===== src/rtl/hiscore_pkg.sv =====
// Shared types for the hiscore RAM arbiter: FSM states and byte-lane enables.
package hiscore_pkg;

  typedef enum logic [1:0] {
    IDLE    = 2'd0,
    DRAIN   = 2'd1,
    GRANT   = 2'd2,
    RELEASE = 2'd3
  } hs_arb_state_t;

  localparam logic [1:0] BE_LO = 2'b01;
  localparam logic [1:0] BE_HI = 2'b10;

  // Little-endian lane select from the byte-address LSB.
  function automatic logic [1:0] lane_be(input logic lane);
    return lane ? BE_HI : BE_LO;
  endfunction

endpackage


===== src/rtl/hs_rd_pipe.sv =====
// Read-return tracker: DEPTH-cycle shift of a valid bit and the byte-lane bit.
// Fixed DEPTH latency, no backpressure; flushed by reset.
module hs_rd_pipe #(
  parameter int unsigned DEPTH = 1
) (
  input  logic clk_memory,
  input  logic reset_n,
  input  logic in_vld,
  input  logic in_lane,
  output logic out_vld,
  output logic out_lane
);

  logic [DEPTH-1:0] vld_q, vld_d;
  logic [DEPTH-1:0] lane_q, lane_d;

  always_comb begin
    vld_d     = vld_q;
    lane_d    = lane_q;
    vld_d[0]  = in_vld;
    lane_d[0] = in_lane;
    for (int i = 1; i < int'(DEPTH); i++) begin
      vld_d[i]  = vld_q[i-1];
      lane_d[i] = lane_q[i-1];
    end
  end

  always_ff @(posedge clk_memory or negedge reset_n) begin
    if (!reset_n) begin
      vld_q  <= '0;
      lane_q <= '0;
    end else begin
      vld_q  <= vld_d;
      lane_q <= lane_d;
    end
  end

  assign out_vld  = vld_q[DEPTH-1];
  assign out_lane = lane_q[DEPTH-1];

endmodule


===== src/rtl/hiscore_ram_arb.sv =====
// Shares one 16-bit work-RAM port between the game CPU and the hiscore engine.
// CPU owns the port by default and is stalled via cpu_wait while the hiscore side holds it.
module hiscore_ram_arb
  import hiscore_pkg::*;
#(
  parameter int unsigned HS_AW  = 16,
  parameter int unsigned RD_LAT = 1,
  parameter int unsigned PAD    = 2
) (
  input  logic             clk_memory,
  input  logic             reset_n,
  input  logic             cpu_cs,
  input  logic             cpu_we,
  input  logic [HS_AW-2:0] cpu_addr,
  input  logic [1:0]       cpu_be,
  input  logic [15:0]      cpu_wdata,
  output logic [15:0]      cpu_rdata,
  output logic             cpu_wait,
  input  logic [HS_AW-1:0] hs_address,
  input  logic [7:0]       hs_data_in,
  input  logic             hs_write_en,
  input  logic             hs_access_read,
  input  logic             hs_access_write,
  output logic [7:0]       hs_data_out,
  output logic             hs_err,
  output logic [HS_AW-2:0] ram_addr,
  output logic [1:0]       ram_be,
  output logic             ram_we,
  output logic [15:0]      ram_wdata,
  input  logic [15:0]      ram_rdata
);

  localparam logic [2:0] RD_LAT_C = 3'(RD_LAT);
  localparam logic [3:0] PAD_C    = 4'(PAD);

  hs_arb_state_t state_q, state_d;
  logic [2:0]    inflight_q, inflight_d;
  logic [3:0]    pad_q, pad_d;
  logic [7:0]    hs_data_out_q, hs_data_out_d;
  logic          hs_err_q, hs_err_d;
  logic          intent;
  logic          cpu_rd_served;
  logic          rd_vld, rd_lane;

  hs_rd_pipe #(.DEPTH(RD_LAT)) u_rd_pipe (
    .clk_memory (clk_memory),
    .reset_n    (reset_n),
    .in_vld     (state_q == GRANT),
    .in_lane    (hs_address[0]),
    .out_vld    (rd_vld),
    .out_lane   (rd_lane)
  );

  always_comb begin
    intent        = hs_access_read | hs_access_write;
    cpu_rd_served = (state_q == IDLE) & cpu_cs & ~cpu_we;

    state_d       = state_q;
    pad_d         = pad_q;
    hs_data_out_d = hs_data_out_q;
    hs_err_d      = hs_err_q | (hs_write_en & (state_q != GRANT));
    inflight_d    = cpu_rd_served      ? RD_LAT_C :
                    (inflight_q != '0) ? inflight_q - 3'd1 : 3'd0;

    ram_addr  = '0;
    ram_be    = 2'b00;
    ram_we    = 1'b0;
    ram_wdata = '0;
    cpu_wait  = cpu_cs;

    // Capture only returns whose address was issued while we held the port.
    if (state_q == GRANT && rd_vld) begin
      hs_data_out_d = rd_lane ? ram_rdata[15:8] : ram_rdata[7:0];
    end

    case (state_q)
      IDLE: begin
        cpu_wait  = 1'b0;
        ram_addr  = cpu_cs ? cpu_addr  : '0;
        ram_be    = cpu_cs ? cpu_be    : 2'b00;
        ram_wdata = cpu_cs ? cpu_wdata : '0;
        ram_we    = cpu_cs & cpu_we & reset_n;
        // Skip DRAIN entirely when nothing will still be returning next cycle.
        if (intent) state_d = (inflight_d == '0) ? GRANT : DRAIN;
      end
      DRAIN: begin
        if (inflight_d == '0) state_d = GRANT;
      end
      GRANT: begin
        ram_addr  = hs_address[HS_AW-1:1];
        ram_be    = lane_be(hs_address[0]);
        ram_wdata = {hs_data_in, hs_data_in};
        ram_we    = hs_write_en;
        if (!intent) begin
          state_d = RELEASE;
          pad_d   = PAD_C;
        end
      end
      RELEASE: begin
        pad_d = (pad_q != '0) ? pad_q - 4'd1 : 4'd0;
        if (intent)             state_d = GRANT;
        else if (pad_q <= 4'd1) state_d = IDLE;
      end
      default: state_d = IDLE;
    endcase
  end

  always_ff @(posedge clk_memory or negedge reset_n) begin
    if (!reset_n) begin
      state_q       <= IDLE;
      inflight_q    <= '0;
      pad_q         <= '0;
      hs_data_out_q <= '0;
      hs_err_q      <= 1'b0;
    end else begin
      state_q       <= state_d;
      inflight_q    <= inflight_d;
      pad_q         <= pad_d;
      hs_data_out_q <= hs_data_out_d;
      hs_err_q      <= hs_err_d;
    end
  end

  assign cpu_rdata   = ram_rdata;
  assign hs_data_out = hs_data_out_q;
  assign hs_err      = hs_err_q;

endmodule

===== config.mk =====
export PLATFORM = sky130hd
export DESIGN_NAME = hiscore_ram_arb
export DESIGN_NICKNAME = d
export VERILOG_FILES = /design/src/rtl/hiscore_pkg.sv /design/src/rtl/hs_rd_pipe.sv /design/src/rtl/hiscore_ram_arb.sv
export SDC_FILE = /design/constraint.sdc
export NUM_CORES = 1
export LEC_CHECK = 0
export ABC_CLOCK_PERIOD_IN_PS = 1400
export CAP_MARGIN = 25
export CORE_MARGIN = 2
export CORE_UTILIZATION = 27
export DETAILED_ROUTE_END_ITERATION = 7
export GPL_TIMING_DRIVEN = 0
export PLACE_DENSITY = 0.77
export SYNTH_ARGS = -nofsm -noshare
export SYNTH_HDL_FRONTEND = slang
export SYNTH_SLANG_ARGS = --single-unit

===== constraint.sdc =====
create_clock -name clk_memory -period 1.4 [get_ports clk_memory]
set_input_delay 0.28 -clock clk_memory [delete_from_list [all_inputs] [get_ports clk_memory]]
set_output_delay 0.28 -clock clk_memory [all_outputs]
set_load 0.02 [all_outputs]

# Word-level counts from Yosys, hierarchy flattened
# Index checks and enable logic that the tools add are counted.
[classes]
order_cmp = 1
eq_ne = 8
mux = 22
n_reduce_logical = 8
bitwise_logic = 8
n_addsub = 2
[op_table]
columns = ["cell", "n"]
rows = [
  ["16-bit case mux with 2 select lines", 1],
  ["15-bit case mux with 2 select lines", 1],
  ["16-bit two-way mux", 1],
  ["2-bit two-way mux", 8],
  ["15-bit two-way mux", 1],
  ["4-bit two-way mux", 2],
  ["8-bit two-way mux", 1],
  ["2-bit != test (second input constant)", 4],
  ["2-bit case mux with 4 select lines", 1],
  ["4-bit case mux with 2 select lines", 1],
  ["3-bit two-way mux", 2],
  ["1-bit AND", 5],
  ["2-bit equality test (second input constant)", 2],
  ["4-bit by 1-bit <= comparator with 1-bit output (second input constant)", 1],
  ["2-bit case mux with 2 select lines", 1],
  ["4-bit AND reduction", 1],
  ["4-bit nonzero test", 1],
  ["4-bit by 1-bit subtractor with 4-bit output (second input constant)", 1],
  ["3-bit zero test", 1],
  ["3-bit != test (second input constant)", 1],
  ["3-bit nonzero test", 1],
  ["3-bit by 1-bit subtractor with 3-bit output (second input constant)", 1],
  ["2-bit by 1-bit equality test with 1-bit output (second input constant)", 1],
  ["2-bit zero test", 1],
  ["other kinds (7)", 8],
]
[word_totals]
wordCells = 56
out_inout_bits = 60
register_bits = 20
input_bits = 80

# Longest topological paths before layout
[logic_depth]
word_depth = 8
ltp_mapped = 6
ltp_nobuf = 6

# Modules after synthesis
# A second synthesis with hierarchy kept.
[unflattened]
hier_cells = 154
area_unflattened_um2 = 1451.4
[modules_own_cells]
columns = ["mod", "cells_each", "seq_area_each_um2", "instances", "area_each_um2"]
rows = [
  ["hiscore_ram_arb", 152, 450.4, 1, 1401.3],
  ["hs_rd_pipe", 2, 50.0, 1, 50.0],
]

# Worst setup path after synthesis
# No wires, ideal clock.
[synth_path]
path_kind = "register to register"
start = "register inflight_q[1]"
end = "register state_q[0]"
arrival_time_ps = 1347
required_ps = 1279
setup_slack_ps = -68
synth_period_minus_slack_ps = 1468
path_buffers = 0
stages_incl_launch_ff = 6
setup_ps = 121
path_cell_list = "dfrtp_1 > or2_2 > ha_1 > a21oi_1 > o2111ai_2 > a32o_2"
[synth_via]
elab_chain_len = 7
elab_cells_between_ends = 10
cone_classes = "add/sub: 1; eq/ne: 1; mux: 5; reduce/logical: 3"
[synth_lines]
columns = ["element", "line_no", "rtl"]
rows = [
  ["start: declaration", "hiscore_ram_arb.sv:37", "logic [2:0] inflight_q, inflight_d;"],
  ["start signal: assignment", "hiscore_ram_arb.sv:117", "inflight_q <= inflight_d;"],
  ["3-bit by 1-bit subtractor with 3-bit output / 3-bit nonzero test (equally long branches)", "hiscore_ram_arb.sv:63", "(inflight_q != '0) ? inflight_q - 3'd1 : 3'd0;"],
  ["3-bit two-way mux *", "hiscore_ram_arb.sv:63", ""],
  ["3-bit two-way mux *", "hiscore_ram_arb.sv:62", "inflight_d = cpu_rd_served ? RD_LAT_C :"],
  ["3-bit zero test *", "hiscore_ram_arb.sv:84, hiscore_ram_arb.sv:87", ""],
  ["2-bit two-way mux (2 in a row)", "hiscore_ram_arb.sv:84", "if (intent) state_d = (inflight_d == '0) ? GRANT : DRAIN;"],
  ["2-bit case mux with 4 select lines", "hiscore_ram_arb.sv:76", "case (state_q)"],
  ["end signal: assignment", "hiscore_ram_arb.sv:116", "state_q <= state_d;"],
  ["end: declaration", "hiscore_ram_arb.sv:36", "hs_arb_state_t state_q, state_d;"],
]
# Mark *: on every way between the ends. The rest lies on a longest branch, timed or not. The select of a mux whose other input is x is not followed.
# A chain may end at the register's enable or synchronous reset.

# Worst setup path after layout
[layout_path]
start = "register state_q[1]"
end = "output ram_addr[10]"
[layout_via]
elab_chain_len = 2
elab_cells_between_ends = 3
cone_classes = "eq/ne: 1; mux: 1; reduce/logical: 1"
[layout_lines]
columns = ["element", "line_no", "rtl"]
rows = [
  ["2-bit equality test / 2-bit zero test (equally long branches)", "hiscore_ram_arb.sv:76", ""],
  ["15-bit case mux with 2 select lines *", "hiscore_ram_arb.sv:76", ""],
  ["end: declaration", "hiscore_ram_arb.sv:26", "output logic [HS_AW-2:0] ram_addr,"],
]
# Mark *: on every way between the ends. The rest lies on a longest branch, timed or not.

==> qor.json <==
{
  "syn2layout_area_growth_pct": 116,
  "setup.worst_path.class": "register to output port",
  "grt_max_degree": 22,
  "crit-reg2reg-capture": "state_q[0]",
  "p_per_area_nw_per_um2": 874,
  "rsz0062_at_grt": "yes",
  "fin_tns_setup_ns": -12.24,
  "synth.ff_latch_count": 20,
  "slowest_cell_on_the_critical_path": "dfrtp_1",
  "final_layout_size_suffix_gt1_share_pct": 36.0,
  "yosysUniqueCellTypes": 38,
  "crit_buf_inv": 3,
  "tritoncts_clock_tree": "built",
  "slew_violations": 0,
  "pwr-share-comb_pct": 52.2,
  "p_int_w": 0.00182,
  "filler_cell_count": 493,
  "cts-htree-levels": 1,
  "synth_sequential_area_ratio_pct": 34.5,
  "fmax_mhz": 555,
  "netSwitchingFraction_pct": 33.4,
  "via_count": 1775,
  "core_area_sq_um": 5140,
  "dp.final_hpwl_um": 4190,
  "timing.final.ws_setup_ns": -0.401,
  "die_w_um": 77.3,
  "startpoint_type": "register",
  "critical_path.max_fanout": 5,
  "synthesis.nets": 236,
  "cts_num_sinks": 20,
  "start_of_the_worst_register_to_register_path": "inflight_q[0]",
  "worst_slew_margin_rel_pct": 64.4,
  "setup_viol": 37,
  "grt_first_pass_wirelength_um": 8540,
  "final_common_cell": "clkdlybuf4s50_1",
  "via_count_of_the_first_global_routing_pass": 1793,
  "tightestPinTransition_ns": 0.534,
  "clk_pin_slew_worst_paths_ns": 0.08,
  "fp.dieH_um": 77.3,
  "dr_iter_0_viols": 76,
  "hold_violations": 0,
  "worstRegToRegCells": 5,
  "net-switching-power_w": 0.000912,
  "drt-vias-per-instance": 4.66,
  "post_drt_wl_per_cell_um": 13.9,
  "rrSetupSlack_ns": -0.07,
  "final_cell_mix": "77 x clkdlybuf4s50_1, 40 x buf_4, 33 x a22o_1",
  "number_of_antenna_violations_at_the_first_check_in_global_routing": 0,
  "count_of_input_and_output_buffers": 139,
  "critPathArrivalTime_ns": 1.52,
  "startpoint": "state_q[1]",
  "row_count": 26,
  "top_level_ports": 140,
  "min-delay-path-class": "input pin to asynchronous set/reset pin",
  "syn_avg_cell_area_sq_um": 9.42,
  "dr.pass1.iters": 4,
  "static-leakage-power_nw": 1.44,
  "power.share.sequential_pct": 26.8,
  "postRouteWirelength_um": 5300,
  "numCtsBuffers": 3,
  "clock_insertion_delay_at_the_later_pin_of_the_skew_report_ns": 0.26,
  "ant_nets": 0,
  "worst_path_dominant_cell_family": "flip-flops",
  "clockRootBuffer": "clkbuf_8",
  "netlist_instances": 154,
  "layout.nets": 394,
  "drc": 0,
  "diodes": 0,
  "crit_chain": "nor2_2, and2_4, buf_6, buf_6, a22o_1, buf_6",
  "finalCriticalPeriod_ns": 1.80,
  "finalCoreUtilization_pct": 60.9,
  "p_clk_share_pct": 21.0,
  "global_route.usage.total_pct": 17.3,
  "type_of_element_capturing_the_critical_path": "output port",
  "worstSetupEndpoint": "ram_addr[10]",
  "globalRoute.totalOverflow": 0,
  "maxCapViolCount": 0,
  "ir_drop_v": 0.000392,
  "initial_core_util_pct": 28.2,
  "critPathMostFrequentCell": "buf_6",
  "fin_crit_sh_pct": 129,
  "finalClockSkew_ns": 0.0150,
  "worstPathRequired_ns": 1.12,
  "synth.yosys.warnings": 0,
  "syn_area_sq_um": 1450,
  "dieArea_sq_um": 5980,
  "failing_checks": "negative setup slack",
  "run_status": "finished with violations",
  "critical_path_depth": 6,
  "routabilityCongestion": 0.792,
  "max-clock-path-buffers": 2,
  "cp_slowest_stage_delay_ns": 0.42
}
## Yosys cell counts
cell,number,share of area [%]
o21ai_0,1,0.34
buf_6,3,2.3
a21boi_1,1,0.52
clkbuf_2,1,0.34
dfrtp_1,20,34
nand2b_1,1,0.43
a32o_2,1,0.78
nand3_1,1,0.34
or2_2,1,0.43
a22o_1,33,20
nand3b_2,1,0.78
or3_1,1,0.43
o2111ai_2,1,1.0
nor2b_1,1,0.43
o21a_1,2,1.0
and2_1,1,0.43
o21ai_1,10,3.4
nand4_1,1,0.43
o22ai_1,1,0.43
buf_4,16,8.3
mux2i_1,8,5.5
nor2_1,5,1.3
a21oi_1,3,1.0
nand2_1,13,3.4
o2bb2ai_1,2,1.2
nor3_1,2,0.69
inv_2,1,0.26
ha_1,2,1.7
o211ai_1,1,0.52
or3b_4,1,0.78
or3b_1,1,0.60
a221oi_1,1,0.60
and4_1,1,0.60
a21o_1,1,0.52
o31ai_1,1,0.52
or2_1,1,0.43
inv_1,5,1.3
buf_2,7,2.4
## layout make-up
cell class	count	area (sq um)	share of cell area (%)
multi-input cells	101	791	25.3
inverters	6	27.5	0.880
well taps	70	87.6	2.80
clock buffers	3	41.3	1.32
repair buffers	153	1420	45.4
flip-flops and latches	20	500	16.0
plain buffers	27	229	7.32
clock inverters	1	30.0	0.960
## cell families (layout without fill, tap and decap cells)
| logic type | count (synthesis) | in the layout | share of synthesized area, % |
|---|---|---|---|
| mux | 8 | 8 | 5.52 |
| flops | 20 | 20 | 34.5 |
| fa+ha+maj | 2 | 2 | 1.72 |
| simple gates | 32 | 32 | 11.5 |
| compound gates | 59 | 59 | 31.9 |
| buf+inv | 33 | 190 | 14.9 |
## state kept, by name, indices dropped and copies added (netlist names)
| register | count |
|---|---|
| state_q | 2 |
| u_rd_pipe.out_lane | 1 |
| pad_q | 4 |
| hs_err | 1 |
| u_rd_pipe.out_vld | 1 |
| inflight_q | 3 |
| hs_data_out | 8 |
## routing by layer
metal	part of all wire [%]	track usage [%]	vias up	routed length, um
met2	51	31.1	82	2710
met3	8.3	4.94	6	442
li1	-	-	869	-
met5	0	0	-	0
met4	1.5	4.82	0	78
met1	39	20.0	818	2070
## power groups by stage
| stage | Sequential (W) | Clock [W] | Combinational (W) |
|---|---|---|---|
| final | 0.000732 | 0.000575 | 0.00143 |
| after global routing | 0.000745 | 0.000612 | 0.00153 |
| after CTS | 0.000730 | 0.000587 | 0.00136 |
| after detailed placement | 0.000751 | 0 | 0.00134 |
| after global placement | 0.000747 | 0 | 0.00133 |
| after floorplan | 0.000810 | 0 | 0.000582 |
## worst min path at each step
stage | start | slack [ns] | cells after the start | to
after floorplan | reset_n | -0.02 | 0 | hs_data_out[0]
after global placement | hs_err | 0.44 | 1 | hs_err
after detailed placement | hs_err | 0.45 | 1 | hs_err
after CTS | reset_n | 0.09 | 1 | inflight_q[2]
after global routing | reset_n | 0.11 | 1 | pad_q[0]
final | reset_n | 0.07 | 1 | inflight_q[2]
## repair_timing
action / in CTS / in global routing
buffers inserted: 5 / 5
hold buffers: 0 / 0
gates resized for setup: 278 / 26
cloned: 4 / 0
endpoints found under the setup margin: 62 / 54
pin swaps: 7 / 12
## per-stage QoR
stage	total power (W)	hold WS, ns	area, sq um	worst slack (ns)	instances
floorplan	0.00139	-0.0156	1460	-0.0566	154
global placement	0.00207	0.439	2940	-1.27	363
detailed placement	0.00209	0.451	2940	-1.29	363
CTS	0.00268	0.0921	3090	-0.401	376
global route	0.00289	0.112	3130	-0.452	381
finish	0.00273	0.0749	3130	-0.401	381
No activity file was read; power rests on OpenSTA's default activity.
